===== src/rtl/pll_rst_seq.sv =====
// Reset and lock sequencer for the VGA pixel-clock PLL: pulses the PLL reset,
// qualifies lock over a stability window and gates the VGA-domain reset.
module pll_rst_seq #(
  parameter int RST_CYCLES    = 10,
  parameter int LOCK_TIMEOUT  = 5000,
  parameter int STABLE_CYCLES = 1000,
  parameter int MAX_RETRY     = 3
) (
  input  logic       sys_clk,
  input  logic       sys_rst_n,
  input  logic       pll_locked,
  input  logic       restart_req,
  output logic       pll_areset,
  output logic       vga_rst_n,
  output logic       ready,
  output logic       lock_lost,
  output logic       error,
  output logic [3:0] retry_cnt,
  output logic [2:0] state_dbg
);

  typedef enum logic [2:0] {
    RST_PLL   = 3'd0,
    WAIT_LOCK = 3'd1,
    STABLE    = 3'd2,
    RUN       = 3'd3,
    FAIL      = 3'd4
  } state_t;

  localparam int MAX_AB  = (RST_CYCLES > LOCK_TIMEOUT) ? RST_CYCLES : LOCK_TIMEOUT;
  localparam int MAX_CNT = (MAX_AB > STABLE_CYCLES) ? MAX_AB : STABLE_CYCLES;
  localparam int CNT_W   = $clog2(MAX_CNT + 1);

  localparam logic [CNT_W-1:0] RST_LAST    = CNT_W'(RST_CYCLES - 1);
  localparam logic [CNT_W-1:0] TIMEOUT_LAST = CNT_W'(LOCK_TIMEOUT - 1);
  localparam logic [CNT_W-1:0] STABLE_LAST = CNT_W'(STABLE_CYCLES - 1);
  localparam logic [3:0]       RETRY_LIMIT = 4'(MAX_RETRY);

  state_t           state;
  logic [CNT_W-1:0] cnt;
  logic             sync_q;
  logic             locked_s;
  logic [3:0]       retry_next;

  assign retry_next = retry_cnt + 4'd1;
  assign state_dbg  = state;

  // Two-flop synchronizer; pll_locked is asynchronous to sys_clk.
  always_ff @(posedge sys_clk or negedge sys_rst_n) begin
    if (!sys_rst_n) begin
      sync_q   <= 1'b0;
      locked_s <= 1'b0;
    end else begin
      // NOTE: non-blocking assignments make both flops sample on the same edge,
      // so the chain really is two stages deep regardless of statement order.
      sync_q   <= pll_locked;
      locked_s <= sync_q;
    end
  end

  // Every output is registered alongside the state so nothing downstream sees
  // a combinational path from pll_locked or restart_req.
  always_ff @(posedge sys_clk or negedge sys_rst_n) begin
    if (!sys_rst_n) begin
      state      <= RST_PLL;
      cnt        <= '0;
      pll_areset <= 1'b1;
      vga_rst_n  <= 1'b0;
      ready      <= 1'b0;
      lock_lost  <= 1'b0;
      error      <= 1'b0;
      retry_cnt  <= 4'd0;
    end else if (restart_req) begin
      state      <= RST_PLL;
      cnt        <= '0;
      pll_areset <= 1'b1;
      vga_rst_n  <= 1'b0;
      ready      <= 1'b0;
      lock_lost  <= 1'b0;
      error      <= 1'b0;
      retry_cnt  <= 4'd0;
    end else begin
      lock_lost <= 1'b0;
      cnt       <= cnt + 1'b1;
      unique case (state)
        RST_PLL: begin
          if (cnt == RST_LAST) begin
            state      <= WAIT_LOCK;
            cnt        <= '0;
            pll_areset <= 1'b0;
          end
        end
        WAIT_LOCK: begin
          if (locked_s) begin
            state <= STABLE;
            cnt   <= '0;
          end else if (cnt == TIMEOUT_LAST) begin
            retry_cnt  <= retry_next;
            cnt        <= '0;
            pll_areset <= 1'b1;
            if (retry_next >= RETRY_LIMIT) begin
              state <= FAIL;
              error <= 1'b1;
            end else begin
              state <= RST_PLL;
            end
          end
        end
        STABLE: begin
          // A lock drop wins over completion of the window.
          if (!locked_s) begin
            state <= WAIT_LOCK;
            cnt   <= '0;
          end else if (cnt == STABLE_LAST) begin
            state     <= RUN;
            cnt       <= '0;
            vga_rst_n <= 1'b1;
            ready     <= 1'b1;
            retry_cnt <= 4'd0;
          end
        end
        RUN: begin
          if (!locked_s) begin
            state      <= RST_PLL;
            cnt        <= '0;
            pll_areset <= 1'b1;
            vga_rst_n  <= 1'b0;
            ready      <= 1'b0;
            lock_lost  <= 1'b1;
          end
        end
        FAIL: begin
          // Parked with the PLL held in reset until restart_req or sys_rst_n.
        end
        default: begin
          state      <= RST_PLL;
          cnt        <= '0;
          pll_areset <= 1'b1;
          vga_rst_n  <= 1'b0;
          ready      <= 1'b0;
          error      <= 1'b0;
        end
      endcase
    end
  end

endmodule


===== config.mk =====
export PLATFORM = sky130hd
export DESIGN_NAME = pll_rst_seq
export DESIGN_NICKNAME = d
export VERILOG_FILES = /design/src/rtl/pll_rst_seq.sv
export SDC_FILE = /design/constraint.sdc
export NUM_CORES = 1
export LEC_CHECK = 0
export ABC_AREA = 0
export BUFFER_PORTS_ARGS = -buffer_cell sky130_fd_sc_hd__buf_4
export CORE_AREA = 2 2 57 59
export CTS_CLUSTER_SIZE = 24
export DETAILED_ROUTE_END_ITERATION = 10
export DIE_AREA = 0 0 59 61
export PLACE_DENSITY = 0.8
export SYNTH_ARGS = -nofsm -noshare
export SYNTH_HDL_FRONTEND = slang
export SYNTH_SLANG_ARGS = --single-unit

===== constraint.sdc =====
create_clock -name sys_clk -period 2.38 [get_ports sys_clk]
set_input_delay 0.238 -clock sys_clk [delete_from_list [all_inputs] [get_ports sys_clk]]
set_output_delay 0.238 -clock sys_clk [all_outputs]
set_load 0.02 [all_outputs]

==> results of run 1 <==
kinds of logic (layout without fill, tap and decap cells):
family	Yosys count	in the layout
fa+ha+maj	4	4
simple gates	77	77
mux	2	2
flops	26	26
compound gates	34	34
xor+xnor	11	11
buf+inv	13	31
routing by layer:
metal | global-route usage [%] | vias to the layer above | part of all wire, %
li1 | - | 626 | -
met1 | 24.7 | 618 | 46
met2 | 31.9 | 36 | 49
met3 | 1.92 | 6 | 3.4
met4 | 8.12 | 0 | 1.6
met5 | 0 | - | 0
stage by stage:
step                util (%)  setup slack (ns)  hold WS (ns)  cells
CTS                     57.3            0.0578       0.00577    217
global route            57.8            0.0144       0.00796    218
floorplan                  -             0.128       -0.0576    167
detailed placement      56.1            0.0726         0.164    212
global placement        56.1             0.150         0.158    212
finish                  57.8             0.112        0.0157    218
power groups by stage:
stage | Sequential (W) | Combinational [W] | Clock, W
2_1_floorplan | 0.000462 | 0.0000301 | 0
3_3_place_gp | 0.000465 | 0.0000457 | 0
3_5_place_dp | 0.000466 | 0.0000478 | 0
4_1_cts | 0.000457 | 0.0000493 | 0.000202
5_1_grt | 0.000458 | 0.0000613 | 0.000212
6_report | 0.000456 | 0.0000539 | 0.000194
path summary, 6_finish.rpt:
check | depth (start not counted) | end | slack (ns) | from
max | 7 | cnt[6]$_DFF_PN0_ | 0.11 | cnt[0]$_DFF_PN0_
min | 1 | sync_q$_DFF_PN0_ | 0.02 | pll_locked
max reg2reg | 7 | cnt[6]$_DFF_PN0_ | 0.11 | cnt[0]$_DFF_PN0_
min reg2reg | 0 | locked_s$_DFF_PN0_ | 0.37 | sync_q$_DFF_PN0_
max in group asynchronous | 2 | pll_areset$_DFFE_PN1P_ | 1.74 | sys_rst_n
min in group asynchronous | 2 | retry_cnt[0]$_DFFE_PN0P_ | 0.34 | sys_rst_n
layout make-up:
class,instances,area share [%]
timing repair buffer,21,9.61
inverter,6,1.32
clock buffer,4,1.54
tap,33,2.42
sequential,26,38.2
multi-input combinational,128,46.9
timing repair:
action                                  in CTS  in global routing
resized for setup                            0                  2
endpoints found under the setup margin       0                 10
setup buffers                                0                  1
hold endpoints to repair                    25                  0
hold buffers                                 1                  0
cells in the final DEF (no fill, tap or decap), types with 2 or more instances in the layout:
master                      instances
sky130_fd_sc_hd__nor3_1             4
sky130_fd_sc_hd__mux2i_1            2
sky130_fd_sc_hd__inv_1              6
sky130_fd_sc_hd__dfrtp_1           25
sky130_fd_sc_hd__xnor2_1            5
sky130_fd_sc_hd__o21ai_0            9
sky130_fd_sc_hd__nand2_1           14
sky130_fd_sc_hd__ha_1               4
sky130_fd_sc_hd__o21a_1             2
sky130_fd_sc_hd__nor4_1             2
sky130_fd_sc_hd__nand3_1            7
sky130_fd_sc_hd__nor2b_1            3
sky130_fd_sc_hd__nand2b_1           3
sky130_fd_sc_hd__nand3b_1           2
sky130_fd_sc_hd__nand4_1            2
sky130_fd_sc_hd__nand4bb_1          2
sky130_fd_sc_hd__o211ai_1           2
sky130_fd_sc_hd__nor2_1            27
sky130_fd_sc_hd__clkbuf_4           3
sky130_fd_sc_hd__buf_4             19
sky130_fd_sc_hd__xor2_1             6
sky130_fd_sc_hd__a21oi_1            9
sky130_fd_sc_hd__o31ai_1            2
==> qor.csv, run 1 <==
stage,metric,value,unit
drt,routed wirelength normalized by instance count,14.3,um
critical_path,Slowest Stage Delay on Critical Path,0.55,ns
synth,yosys warns,0,
placed_design,total cell area at the placement stage,0.00166,mm2
die,CORE AREA,0.00295,mm2
synth,netlist area before placement,0.00151,mm2
clock_network,buffer type at the clock tree root,sky130_fd_sc_hd__clkbuf_4,
synth,area fraction in compound gates after synthesis,14.8,%
placed_design,routability congestion estimate,0.922,
clock_network,clock latency reported for the late side of the worst-skew pair,0.32,ns
sta,FMAX,0.441,GHz
sta,Post-Route Skew,0.00548,ns
pwr,Power Density,413,mW/mm2
sta,Final Slew Violations,0,
die,Die Y,61,um
synth,share of flip-flops with an asynchronous set or reset,100,%
global_route,wire length of the first global-routing pass,5.15,mm
sta,total negative slack for setup checks,0,ns
critical_path,worst endpoint data arrival time,2.50,ns
synth,top cells by instance count after synthesis,"sky130_fd_sc_hd__nor2_1, sky130_fd_sc_hd__dfrtp_1, sky130_fd_sc_hd__nand2_1, sky130_fd_sc_hd__a21oi_1, sky130_fd_sc_hd__o21ai_0",
drt,TritonRoute pass-1 iters,4,
pwr,share of total power consumed by net switching,23.8,%
pwr,portion of total power attributed to combinational logic,7.7,%
cells_and_area,fraction of final layout cells sized beyond drive strength 1,16.2,%
synth,synthesized-area fraction occupied by and/or/nand/nor cells,27.0,%
sta,number of failing setup endpoints in the final timing report,0,
synth,fraction of post-synthesis cell area in the top cell type by area,41.4,%
synth,"EDFF count, synth",0,
drt,via density per instance,5.90,
synth,number of nets in the synthesized netlist,175,
sta,time the final worst path needs with I/O delays and setup,2.27,ns
global_route,via count of the first global-routing pass,1125,
placed_design,Port-buffer cells,15,
cells_and_area,Fillers,264,
sta,transition time at the pin with the least slew margin,0.513,ns
synth,main flop type after synthesis,sky130_fd_sc_hd__dfrtp_1,
sta,Slew Limit Headroom,65.5,%
synth,main combinational cell family by area after synthesis,simple AND/OR/NAND/NOR gates,
drt,count of antenna-violating nets left after detailed routing,0,
drt,WL final,3.12,mm
sta,fin crit share,95.3,%
critical_path,data required time at the worst endpoint,2.61,ns
synth,multiplexer share of the synthesized area,1.33,%
clock_network,CTS Buf Count,3,
synth,largest area contributor in the netlist,sky130_fd_sc_hd__dfrtp_1,
die,number of primary I/O pins,16,
global_route,total routing resource utilization after global routing,18.8,%
clock_network,total number of clock tree sinks,26,
critical_path,family with the most delay on the worst path,simple AND/OR/NAND/NOR gates,
critical_path,"Buf+Inv Stages, Crit Path",1,
global_route,global route overflow,0,
drt,total vias in the final route,1286,
cells_and_area,Largest register FFs,13,
critical_path,slowest CP cell,sky130_fd_sc_hd__or4_4,
synth,library cell with the highest instance count after synthesis,sky130_fd_sc_hd__nor2_1,
cells_and_area,"Non-Filler Cell Area, Final",0.00171,mm2
critical_path,worst path cell trace,ha_1 > or4b_1 > or4_4 > o21a_1 > a211oi_2 > buf_6 > nor2_1,
cells_and_area,Antenna Diode Count,0,
pwr,clock power share,27.5,%
synth,flip-flop and latch count after synthesis,26,
cells_and_area,largest reg by FF count,cnt,
synth,largest cells by area after synthesis,"sky130_fd_sc_hd__dfrtp_1, sky130_fd_sc_hd__nor2_1, sky130_fd_sc_hd__nand2_1",
drt,Post-route DRC,0,
die,Die Outline Area,0.00360,mm2
die,row count,20,
cells_and_area,nets,194,
pwr,VDD IR-drop max,214,uV
sta,unrepaired setup endpoints after global routing,no,
pwr,Final Power,0.000704,W
clock_network,post-CTS clock slew at the launch and capture registers of the worst setup and hold paths,0.14,ns
global_route,pin count of the biggest net entering global routing,27,
cells_and_area,P&R area growth vs syn,12.9,%
pwr,leak pwr,0.715,nW
cells_and_area,register cell area after layout,652,um2
synth,parity-gate share of the synthesized area counting xor and xnor cells,6.38,%
critical_path,Worst setup SP type,flip-flop,
hold_path,worst hold path type,in -> reg,
pwr,sequential group share of total power,64.8,%
synth,post-synthesis cell type count,46,
cells_and_area,total area of multi-input combinational cells,800,um2
critical_path,Worst Path Max Fanout,13,
placed_design,placed wire-length estimate,2.22,mm
synth,"arithmetic-cell share of the synthesized area counting full adders, half adders and majority gates",3.31,%
clock_network,clock tree from TritonCTS,done,
pwr,internal power component,0.000536,W
die,die span in x,59,um
critical_path,start-to-end type of the worst setup path,reg -> reg,
sta,final count of hold timing violations,0,
critical_path,capturing element type of the critical path,flip-flop,
synth,share of synthesized area occupied by flip-flops and latches,43.2,%
clock_network,largest buffer count on any clock path,2,
synth,number of instances in the synthesized netlist,167,
die,Initial Util,51.1,%
run,number of max-cap violations,0,
drt,drt first-iter violations,59,
pwr,Switch Pwr,0.000168,W
outcome,result of the run,"finished, final reports clean",
clock_network,H-tree depth,1,
synth,"Avg Cell Area, Syn",9.04,um2
global_route,initial antenna violation count,0,
Power figures use the tool's default switching activity.
==> run 2: changes to the inputs <==
--- a/config.mk
+++ b/config.mk
@@ -7,11 +7,11 @@
 export LEC_CHECK = 0
 export ABC_AREA = 0
 export BUFFER_PORTS_ARGS = -buffer_cell sky130_fd_sc_hd__buf_4
-export CORE_AREA = 2 2 57 59
+export CORE_AREA = 2 2 61 63
 export CTS_CLUSTER_SIZE = 24
 export DETAILED_ROUTE_END_ITERATION = 10
-export DIE_AREA = 0 0 59 61
-export PLACE_DENSITY = 0.8
+export DIE_AREA = 0 0 63 65
+export PLACE_DENSITY = 0.72
 export SYNTH_ARGS = -nofsm -noshare
 export SYNTH_HDL_FRONTEND = slang
 export SYNTH_SLANG_ARGS = --single-unit
==> run 2 against run 1 <==
Via count decreased by 0.70%. Global-route usage decreased by 2.6 points. Sequential power about the same. Non-clock buffer count unchanged. Die area increased by 14%. Clock power increased by 16%. Fmax decreased by 1.3%. Combinational power decreased by 4.3%. Largest cell class unchanged. Largest power group unchanged.
==> qor.csv, run 2 (synthesis results as in run 1) <==
stage,metric,value,unit,change
outcome,result of the run,"finished, final reports clean",,
cells_and_area,Antenna Diode Count,0,,unchanged
clock_network,total number of clock tree sinks,26,,unchanged
clock_network,CTS Buf Count,3,,unchanged
placed_design,placed wire-length estimate,2.28,mm,+2.5%
global_route,initial antenna violation count,0,,unchanged
clock_network,largest buffer count on any clock path,2,,unchanged
pwr,sequential group share of total power,62.3,%,-2.5 points
placed_design,total cell area at the placement stage,0.00168,mm2,+1.1%
die,Die Outline Area,0.00410,mm2,+14%
drt,Post-route DRC,0,,unchanged
run,number of max-cap violations,0,,unchanged
critical_path,Worst Path Max Fanout,13,,unchanged
clock_network,H-tree depth,1,,unchanged
critical_path,R2R depth,8,,+1
sta,FMAX,0.435,GHz,-1.3%
cells_and_area,nets,194,,unchanged
clock_network,buffer type at the clock tree root,sky130_fd_sc_hd__clkbuf_4,,
clock_network,post-CTS clock slew at the launch and capture registers of the worst setup and hold paths,0.14,ns,about the same
cells_and_area,fraction of final layout cells sized beyond drive strength 1,16.2,%,unchanged
sta,transition time at the pin with the least slew margin,0.555,ns,+0.0419 ns
cells_and_area,P&R area growth vs syn,14.9,%,
drt,routed wirelength normalized by instance count,13.4,um,-6.4%
drt,drt first-iter violations,98,,+66%
critical_path,Worst setup SP type,flip-flop,,
cells_and_area,most used cells in the layout excluding fill and tap cells,"sky130_fd_sc_hd__nor2_1, sky130_fd_sc_hd__dfrtp_1, sky130_fd_sc_hd__buf_4",,
cells_and_area,end-of-flow core utilization,49.6,%,-8.1 points
clock_network,clock tree from TritonCTS,done,,
pwr,VDD IR-drop max,356,uV,+67%
die,CORE AREA,0.00350,mm2,+18%
sta,number of failing setup endpoints in the final timing report,0,,unchanged
sta,hold_ws,0.236,ns,+0.220 ns
clock_network,# Post-CTS Setup Buffers,0,,unchanged
sta,final count of hold timing violations,0,,unchanged
die,die span in x,63,um,+6.8%
critical_path,worst endpoint data arrival time,2.52,ns,+0.02 ns
global_route,total routing resource utilization after global routing,16.3,%,-2.6 points
drt,total vias in the final route,1277,,-0.70%
pwr,share of total power consumed by net switching,23.3,%,-0.51 points
die,number of primary I/O pins,16,,unchanged
cells_and_area,"Non-Filler Cell Area, Final",0.00174,mm2,+1.8%
sta,unrepaired setup endpoints after global routing,yes,,
critical_path,R2R Path End,cnt[2]$_DFF_PN0_,,
hold_path,worst hold path type,in -> reg,,
critical_path,start-to-end type of the worst setup path,reg -> reg,,
sta,Final Slew Violations,0,,unchanged
critical_path,capturing element type of the critical path,flip-flop,,
global_route,via count of the first global-routing pass,1194,,+6.1%
critical_path,FF-to-FF setup slack,0.08,ns,-0.03 ns
hold_path,hold_sp,restart_req,,
drt,TritonRoute pass-1 iters,4,,unchanged
pwr,clock power share,30.7,%,+3.2 points
die,Die Y,65,um,+6.6%
global_route,global route overflow,0,,unchanged
sta,Post-Route Skew,0.00950,ns,+0.00402 ns
pwr,internal power component,0.000563,W,+5.0%
placed_design,routability congestion estimate,0.873,,-5.4%
pwr,Power Density,423,mW/mm2,+2.5%
cells_and_area,"commonest non-fill, non-tap cell in the layout",sky130_fd_sc_hd__nor2_1,,
pwr,Switch Pwr,0.000171,W,+2.0%
die,row count,22,,+10%
sta,Slew Limit Headroom,62.7,%,-2.8 points
sta,time the final worst path needs with I/O delays and setup,2.30,ns,+0.0306 ns
sta,fin crit share,96.6,%,+1.3 points
drt,via density per instance,5.48,,-7.1%
clock_network,clock latency reported for the late side of the worst-skew pair,0.32,ns,about the same
sta,total negative slack for setup checks,0,ns,unchanged
die,Initial Util,43.2,%,-7.9 points
cells_and_area,largest reg by FF count,cnt,,
hold_path,worst-case hold path end point,error$_DFFE_PN0P_,,
drt,WL final,3.12,mm,about the same
hold_path,worst hold stages,3,,+2
critical_path,data required time at the worst endpoint,2.60,ns,about the same
cells_and_area,Largest register FFs,13,,unchanged
global_route,pin count of the biggest net entering global routing,27,,unchanged
critical_path,worst r2r src,cnt[1]$_DFF_PN0_,,
pwr,leak pwr,0.720,nW,+0.66%
global_route,wire length of the first global-routing pass,5.35,mm,+4.0%
drt,count of antenna-violating nets left after detailed routing,0,,unchanged
placed_design,Port-buffer cells,15,,unchanged
pwr,portion of total power attributed to combinational logic,7.0,%,-0.7 points
-- run 2: changes by cell type in the layout (fill, tap and decap cells not counted), sizes merged --
cell,previous run,this run
dlygate4sd3,1,2
buf,20,19
-- run 2: how the worst max path moves through the flow --
stage,startpoint,to,cells after the start
2_1_floorplan,cnt[1]$_DFF_PN0_,cnt[9]$_DFF_PN0_,8
3_3_place_gp,cnt[1]$_DFF_PN0_,cnt[5]$_DFF_PN0_,8
3_5_place_dp,cnt[1]$_DFF_PN0_,cnt[2]$_DFF_PN0_,8
4_1_cts,cnt[1]$_DFF_PN0_,cnt[2]$_DFF_PN0_,8
5_1_grt,cnt[1]$_DFF_PN0_,cnt[2]$_DFF_PN0_,8
6_report,cnt[1]$_DFF_PN0_,cnt[2]$_DFF_PN0_,8
-- run 2: stage by stage --
stage / std cells / power (W) / worst slack [ns]
2_1_floorplan: 167 / 0.000492 / 0.128
3_3_place_gp: 227 / 0.000510 / 0.140
3_5_place_dp: 227 / 0.000515 / 0.0819
4_1_cts: 233 / 0.000749 / 0.0555
5_1_grt: 233 / 0.000771 / -0.0319
6_report: 233 / 0.000734 / 0.0812
-- run 2: cell type report --
class | count | area (um2)
clock buffer | 4 | 36.3
fill | 333 | 1760
inverter | 6 | 22.5
multi-input combinational | 128 | 798
sequential | 26 | 652
tap | 48 | 60.1
timing repair buffer | 21 | 166
-- run 2: power groups by stage --
stage	Sequential, W	Combinational [W]	Clock [W]
floorplan	0.000462	0.0000301	0
global placement	0.000465	0.0000457	0
detailed placement	0.000465	0.0000491	0
CTS	0.000457	0.0000520	0.000239
global route	0.000459	0.0000584	0.000254
finish	0.000457	0.0000516	0.000225
-- run 2: critical path: stages, from the launching register on --
cell and delay, ns:
sky130_fd_sc_hd__dfrtp_1 0.43, sky130_fd_sc_hd__inv_1 0.07, sky130_fd_sc_hd__ha_1 0.12, sky130_fd_sc_hd__or4b_1 0.44, sky130_fd_sc_hd__or4_4 0.54, sky130_fd_sc_hd__o21a_1 0.20
sky130_fd_sc_hd__a211oi_2 0.17, sky130_fd_sc_hd__buf_6 0.18, sky130_fd_sc_hd__nor2_1 0.06
-- run 2: routing by layer --
| layer | GRT usage (%) | share of wire (%) | up-vias |
|---|---|---|---|
| met5 | 0 | 0 | - |
| met4 | 5.28 | 0.99 | 0 |
| met3 | 3.99 | 3.9 | 4 |
| met2 | 27.5 | 49 | 32 |
| met1 | 20.4 | 46 | 612 |
| li1 | - | - | 629 |
-- run 2: timing repair --
| action | 4_1_cts | 5_1_grt |
|---|---|---|
| hold buffers | 2 | 0 |
| endpoints found under the setup margin | 0 | 13 |
| endpoints found under the hold margin | 26 | 0 |
| resized for setup | 0 | 1 |
